$ cat src/rtl/operand_selector.sv
// Operand selector: picks operand slot IDs for the current op (switch entry or auto scan),
// reads each operand's dimensions from matrix storage and checks them against the op.
module operand_selector #(
  parameter int NUM_SLOTS = 16,
  parameter int DIM_W     = 3
) (
  input  logic                 clk,
  input  logic                 rst_n,
  input  logic                 start_select,
  input  logic                 manual_mode,
  input  logic [2:0]           op_sel,
  input  logic                 key_ok,
  input  logic [3:0]           sw_id,
  input  logic [NUM_SLOTS-1:0] slot_valid,
  output logic [3:0]           dim_rd_id,
  input  logic [DIM_W-1:0]     dim_rd_rows,
  input  logic [DIM_W-1:0]     dim_rd_cols,
  output logic                 select_done,
  output logic                 select_error,
  output logic [3:0]           selected_a,
  output logic [3:0]           selected_b,
  output logic [1:0]           err_code,
  output logic                 busy
);

  localparam logic [2:0] OP_TRANSPOSE = 3'b000;
  localparam logic [2:0] OP_ADD       = 3'b001;
  localparam logic [2:0] OP_SCALAR    = 3'b010;
  localparam logic [2:0] OP_MATMUL    = 3'b011;

  localparam logic [1:0] ERR_NONE   = 2'd0;
  localparam logic [1:0] ERR_BAD_ID = 2'd1;
  localparam logic [1:0] ERR_DIM    = 2'd2;
  localparam logic [1:0] ERR_NO_OP  = 2'd3;

  localparam logic [3:0] LAST_ID = 4'(NUM_SLOTS - 1);

  typedef enum logic [3:0] {
    IDLE, PICK_A, PICK_B, SCAN_A, SCAN_B, RD_A, CAP_A, RD_B, CAP_B, CHECK, DONE, ERR
  } state_t;

  state_t           state, state_n;
  logic             mode, mode_n;
  logic [2:0]       op, op_n;
  logic [3:0]       a_id, a_id_n, b_id, b_id_n;
  logic [3:0]       scan_idx, scan_idx_n;
  logic [DIM_W-1:0] a_rows, a_rows_n, a_cols, a_cols_n;
  logic [DIM_W-1:0] b_rows, b_rows_n, b_cols, b_cols_n;
  logic             wrapped, wrapped_n;
  logic [1:0]       err_code_n;
  logic [3:0]       selected_a_n, selected_b_n;

  logic sw_valid, scan_valid, unary, dims_match;

  function automatic logic [3:0] next_id(input logic [3:0] id);
    return (id == LAST_ID) ? 4'd0 : id + 4'd1;
  endfunction

  function automatic logic op_known(input logic [2:0] code);
    return (code == OP_TRANSPOSE) || (code == OP_ADD) ||
           (code == OP_SCALAR)    || (code == OP_MATMUL);
  endfunction

  assign sw_valid   = (32'(sw_id) < NUM_SLOTS) && slot_valid[sw_id];
  assign scan_valid = slot_valid[scan_idx];
  assign unary      = (op == OP_TRANSPOSE) || (op == OP_SCALAR);

  always_comb begin
    dims_match = 1'b1;
    if (op == OP_ADD)
      dims_match = (a_rows == b_rows) && (a_cols == b_cols);
    else if (op == OP_MATMUL)
      dims_match = (a_cols == b_rows);
  end

  // NOTE: every variable written here gets its default first, so no path can infer a latch.
  always_comb begin
    state_n      = state;
    mode_n       = mode;
    op_n         = op;
    a_id_n       = a_id;
    b_id_n       = b_id;
    scan_idx_n   = scan_idx;
    a_rows_n     = a_rows;
    a_cols_n     = a_cols;
    b_rows_n     = b_rows;
    b_cols_n     = b_cols;
    wrapped_n    = wrapped;
    err_code_n   = err_code;
    selected_a_n = selected_a;
    selected_b_n = selected_b;

    if (start_select) begin
      // Restart wins over everything, whatever state we were in.
      err_code_n = ERR_NONE;
      mode_n     = manual_mode;
      op_n       = op_sel;
      wrapped_n  = 1'b0;
      scan_idx_n = 4'd0;
      if (!op_known(op_sel)) begin
        state_n    = ERR;
        err_code_n = ERR_NO_OP;
      end else begin
        state_n = manual_mode ? PICK_A : SCAN_A;
      end
    end else begin
      unique case (state)
        IDLE, DONE: ;
        PICK_A: if (key_ok) begin
          if (!sw_valid) begin
            state_n    = ERR;
            err_code_n = ERR_BAD_ID;
          end else begin
            a_id_n  = sw_id;
            b_id_n  = sw_id;
            state_n = unary ? RD_A : PICK_B;
          end
        end
        PICK_B: if (key_ok) begin
          if (!sw_valid) begin
            state_n    = ERR;
            err_code_n = ERR_BAD_ID;
          end else begin
            b_id_n  = sw_id;
            state_n = RD_A;
          end
        end
        SCAN_A: begin
          if (scan_valid) begin
            a_id_n = scan_idx;
            b_id_n = scan_idx;
            if (unary) begin
              state_n = RD_A;
            end else begin
              scan_idx_n = next_id(scan_idx);
              state_n    = SCAN_B;
            end
          end else if (scan_idx == LAST_ID) begin
            state_n    = ERR;
            err_code_n = ERR_NO_OP;
          end else begin
            scan_idx_n = next_id(scan_idx);
          end
        end
        SCAN_B: begin
          // Coming back round to A means A is the last candidate left.
          if (scan_idx == a_id) begin
            b_id_n    = a_id;
            wrapped_n = 1'b1;
            state_n   = RD_A;
          end else if (scan_valid) begin
            b_id_n  = scan_idx;
            state_n = RD_A;
          end else begin
            scan_idx_n = next_id(scan_idx);
          end
        end
        RD_A: state_n = CAP_A;
        CAP_A: begin
          a_rows_n = dim_rd_rows;
          a_cols_n = dim_rd_cols;
          if (dim_rd_rows == '0 || dim_rd_cols == '0) begin
            state_n    = ERR;
            err_code_n = ERR_BAD_ID;
          end else begin
            state_n = unary ? CHECK : RD_B;
          end
        end
        RD_B: state_n = CAP_B;
        CAP_B: begin
          b_rows_n = dim_rd_rows;
          b_cols_n = dim_rd_cols;
          if (dim_rd_rows == '0 || dim_rd_cols == '0) begin
            state_n    = ERR;
            err_code_n = ERR_BAD_ID;
          end else begin
            state_n = CHECK;
          end
        end
        CHECK: begin
          if (dims_match) begin
            selected_a_n = a_id;
            selected_b_n = b_id;
            state_n      = DONE;
          end else if (mode || wrapped) begin
            state_n    = ERR;
            err_code_n = ERR_DIM;
          end else begin
            scan_idx_n = next_id(b_id);
            state_n    = SCAN_B;
          end
        end
        ERR:     state_n = IDLE;
        default: state_n = IDLE;
      endcase
    end
  end

  // NOTE: sequential state uses non-blocking assignments so every flop samples pre-edge values.
  always_ff @(posedge clk or negedge rst_n) begin
    if (!rst_n) begin
      state      <= IDLE;
      mode       <= 1'b0;
      op         <= 3'd0;
      a_id       <= 4'd0;
      b_id       <= 4'd0;
      scan_idx   <= 4'd0;
      a_rows     <= '0;
      a_cols     <= '0;
      b_rows     <= '0;
      b_cols     <= '0;
      wrapped    <= 1'b0;
      err_code   <= ERR_NONE;
      selected_a <= 4'd0;
      selected_b <= 4'd0;
    end else begin
      state      <= state_n;
      mode       <= mode_n;
      op         <= op_n;
      a_id       <= a_id_n;
      b_id       <= b_id_n;
      scan_idx   <= scan_idx_n;
      a_rows     <= a_rows_n;
      a_cols     <= a_cols_n;
      b_rows     <= b_rows_n;
      b_cols     <= b_cols_n;
      wrapped    <= wrapped_n;
      err_code   <= err_code_n;
      selected_a <= selected_a_n;
      selected_b <= selected_b_n;
    end
  end

  // Storage read data lands in CAP_x, one cycle after the address is shown in RD_x.
  assign dim_rd_id    = (state == RD_B || state == CAP_B) ? b_id : a_id;
  assign select_done  = (state == DONE);
  assign select_error = (state == ERR);
  assign busy         = (state != IDLE) && (state != DONE);

endmodule

$ cat config.mk
export PLATFORM = sky130hd
export DESIGN_NAME = operand_selector
export DESIGN_NICKNAME = d
export VERILOG_FILES = /design/src/rtl/operand_selector.sv
export SDC_FILE = /design/constraint.sdc
export NUM_CORES = 1
export LEC_CHECK = 0
export ABC_AREA = 1
export CAP_MARGIN = 30
export CELL_PAD_IN_SITES_DETAIL_PLACEMENT = 1
export CELL_PAD_IN_SITES_GLOBAL_PLACEMENT = 2
export CORE_MARGIN = 2
export CORE_UTILIZATION = 34
export DETAILED_ROUTE_END_ITERATION = 10
export DONT_BUFFER_PORTS = 1
export PLACE_DENSITY = 0.79
export SYNTH_ARGS = -nofsm -noshare
export SYNTH_HDL_FRONTEND = slang
export SYNTH_SLANG_ARGS = --single-unit
export TNS_END_PERCENT = 100
$ cat constraint.sdc
create_clock -name clk -period 1.8 [get_ports clk]
set_input_delay 0.36 -clock clk [delete_from_list [all_inputs] [get_ports clk]]
set_output_delay 0.36 -clock clk [all_outputs]
set_load 0.1 [all_outputs]
==> flow_summary.ini <==
[detailed_routing]
dr.first_iter.drc_count = 145
drt-total-wl_mm = 11.0
drc = 0
vias = 3507
postRouteAntennaNets = 0
firstDrtPassIters = 4
routedWlPerCell_microns = 16.2
vias_per_cell = 5.15

[global_route]
grt_pass1_vias = 3623
grt_max_degree = 44
gr-usage-all-layers = 0.228
antenna_found_initial = 0
grt_pass1_wl_mm = 18.2
overflow = 0

[yosys]
postSynthCellCount = 486
synthMostInstantiatedCell = nand2_1
yosysWarnings = 0
yosys-top-cells-count = nand2_1, inv_1, o21ai_0, nand3_1, dfrtp_1
avgSynthCellArea_sq_um = 6.50
synth_cell_types = 38
ys_async_sr_fraction = 1.00
yosysTopAreaCell = dfrtp_1
synth-edff-count = 0
synth.area.top_cells = dfrtp_1, nand2_1, o21ai_0
synthFlopType = dfrtp_1
syn_nets = 522
synth_area_sq_um = 3160
synth_top_cell_area_share = 0.340
ys_seq_area_frac = 0.340
ys_ff_latch = 43

[power]
p_total_w = 0.00916
power_leakage_nw = 2.28
power_density_nw_per_um2 = 2010
irDropWorstVdd_uv = 1050

[die]
dieHeight_microns = 100
dieArea_sq_um = 10100
chipWidth_microns = 100
num_rows = 35
top_level_ports = 51
core_region_area_sq_um = 9110
start_util = 0.347

[clock_tree]
clock_latency_ns = 0.31
cts_tree = built
path_clk_slew_ns = 0.10
h-tree-depth = 2
clock-sinks = 43
max-clock-path-buffers = 2
numCtsBuffers = 5
cts_root_buf = clkbuf_8

[worst_setup_path]
max_stage_delay_ns = 0.48
cpMostUsedCell = o21ai_4
crit_fanout = 7
crit_path_start_kind = register
reg2regPathDepth = 13
rr_startpoint = state[2]
criticalPathCategory = reg -> out
critPathCaptureType = primary output
cp_data_required_time_ns = 1.44
worstPathArrival_ns = 1.68
worst_path_max_delay_cell = dfrtp_2
reg2reg_setup_slack_ns = -0.06
crit_chain = nor2_4 > nand2_1 > o21ai_4 > buf_6 > o21ai_4 > buf_12
worstReg2RegEnd = scan_idx[1]

[timing]
fmax_ghz = 0.490
setup_viol = 14
rsz0062_at_grt = yes
timing.final.max_slew_violations = 0
setup_slack_ns = -0.242
hold_viol = 0
relSlewSlack = 0.743
post-route-period-util = 1.13
finalHoldWorstSlack_ns = 0.146
fin_crit_ns = 2.04
worst_pin_slew_ns = 0.383
clock_skew_ns = 0.0117

[place]
gp_congestion = 0.923
portBuffers = 0
dp_hpwl_mm = 8.05

[layout]
diodes = 0
fill_cells = 1149
layout.nets = 605
syn_to_final_growth_pct = 44.1
drive_above_1_share = 0.339

[status]
outcome = complete, but fails checks
violations = setup timing

[hold_path]
hold_path.class = in -> reg
min_path_cells = 1
min_to = op[2]
hp-start = start_select

[job]
drv_cap = 0
[area by class of cell]
class | instances | area, sq um | share of cell area
multi-input combinational | 359 | 2110 | 0.464
sequential | 43 | 1080 | 0.238
timing repair buffer | 87 | 813 | 0.179
inverter | 73 | 293 | 0.0643
tap | 111 | 139 | 0.0305
clock buffer | 5 | 68.8 | 0.0151
clock inverter | 3 | 43.8 | 0.00961
[worst max-delay path: cells and delay by family, from the launching register on]
kind	cells	cell delay (ns)
AO/OA/AOI/OAI	2	0.23
buffers and inverters	2	0.35
flip-flops	1	0.48
AND/OR/NAND/NOR	2	0.30
[placed cells by master (no fill, tap or decap), types with 6 or more instances in the layout]
cell	n
a21oi_1	11
dfrtp_2	6
nand2_1	133
nor2_4	11
dfrtp_1	37
buf_6	10
nand3_1	39
nor2_1	24
nand3_2	9
nand4_1	7
nand2_2	22
buf_4	67
inv_1	60
o21ai_0	39
buf_12	8
inv_2	6
nand2_4	6
[stage by stage]
stage | setup WS [ns] | TNS, ns | cells | util | cell area [sq um]
after detailed placement | -0.105 | -0.492 | 639 | 0.413 | 3770
after global routing | -0.300 | -3.01 | 681 | 0.500 | 4560
after global placement | -0.00433 | -0.00433 | 639 | 0.413 | 3770
after CTS | -0.230 | -1.42 | 665 | 0.459 | 4180
final | -0.242 | -1.33 | 681 | 0.500 | 4560
after floorplan | -0.202 | -1.11 | 486 | - | 3230
[kinds of logic after synthesis]
| group | count (synthesis) | synth area share |
|---|---|---|
| AND/OR/NAND/NOR | 270 | 0.386 |
| XOR/XNOR | 8 | 0.0222 |
| adder cells (fa/ha/maj) | 2 | 0.00792 |
| AO/OA/AOI/OAI | 79 | 0.135 |
| flip-flops | 43 | 0.340 |
| buffers and inverters | 84 | 0.108 |
[what timing repair did]
| action | in CTS | in global routing |
|---|---|---|
| pin swaps | 15 | 30 |
| endpoints found under the setup margin | 23 | 28 |
| hold buffers | 2 | 0 |
| gates resized for setup | 41 | 69 |
| endpoints found under the hold margin | 43 | 0 |
| cloned | 0 | 0 |
| setup buffers | 16 | 16 |
[flip-flops by register name, indices dropped and copies added, names as in the netlist, 2 cells and up]
signal,count
a_cols,3
a_id,4
a_rows,3
b_cols,3
b_id,4
b_rows,3
err_code,2
op,3
scan_idx,4
selected_a,4
selected_b,4
state,4
[worst max-delay path by stage]
stage                startpoint            to  slack (ns)  depth (start not counted)
CTS                    state[3]  dim_rd_id[0]       -0.23                          6
global placement    scan_idx[0]   scan_idx[1]      -0.004                         12
finish                 state[1]  dim_rd_id[0]       -0.24                          6
detailed placement     state[3]   scan_idx[3]       -0.11                         12
floorplan              state[3]  dim_rd_id[2]       -0.20                          5
global route           state[3]  dim_rd_id[3]       -0.30                          6
[metal layers]
layer  part of all wire  vias up  wire [microns]  global-route usage
met5                  0        -               0                   0
met4              0.021        0             227              0.0558
met3              0.025       14             271              0.0237
met2               0.49       65            5440               0.384
met1               0.46     1708            5110               0.314
li1                   -     1720               -                   -
[where the power goes]
part           leakage [nW]  switching, W  total [W]  internal, W
combinational          1.68       0.00410    0.00663      0.00253
clock                0.0581      0.000384   0.000798     0.000414
sequential            0.541      0.000385    0.00174      0.00136
No activity file was read; power rests on OpenSTA's default activity.
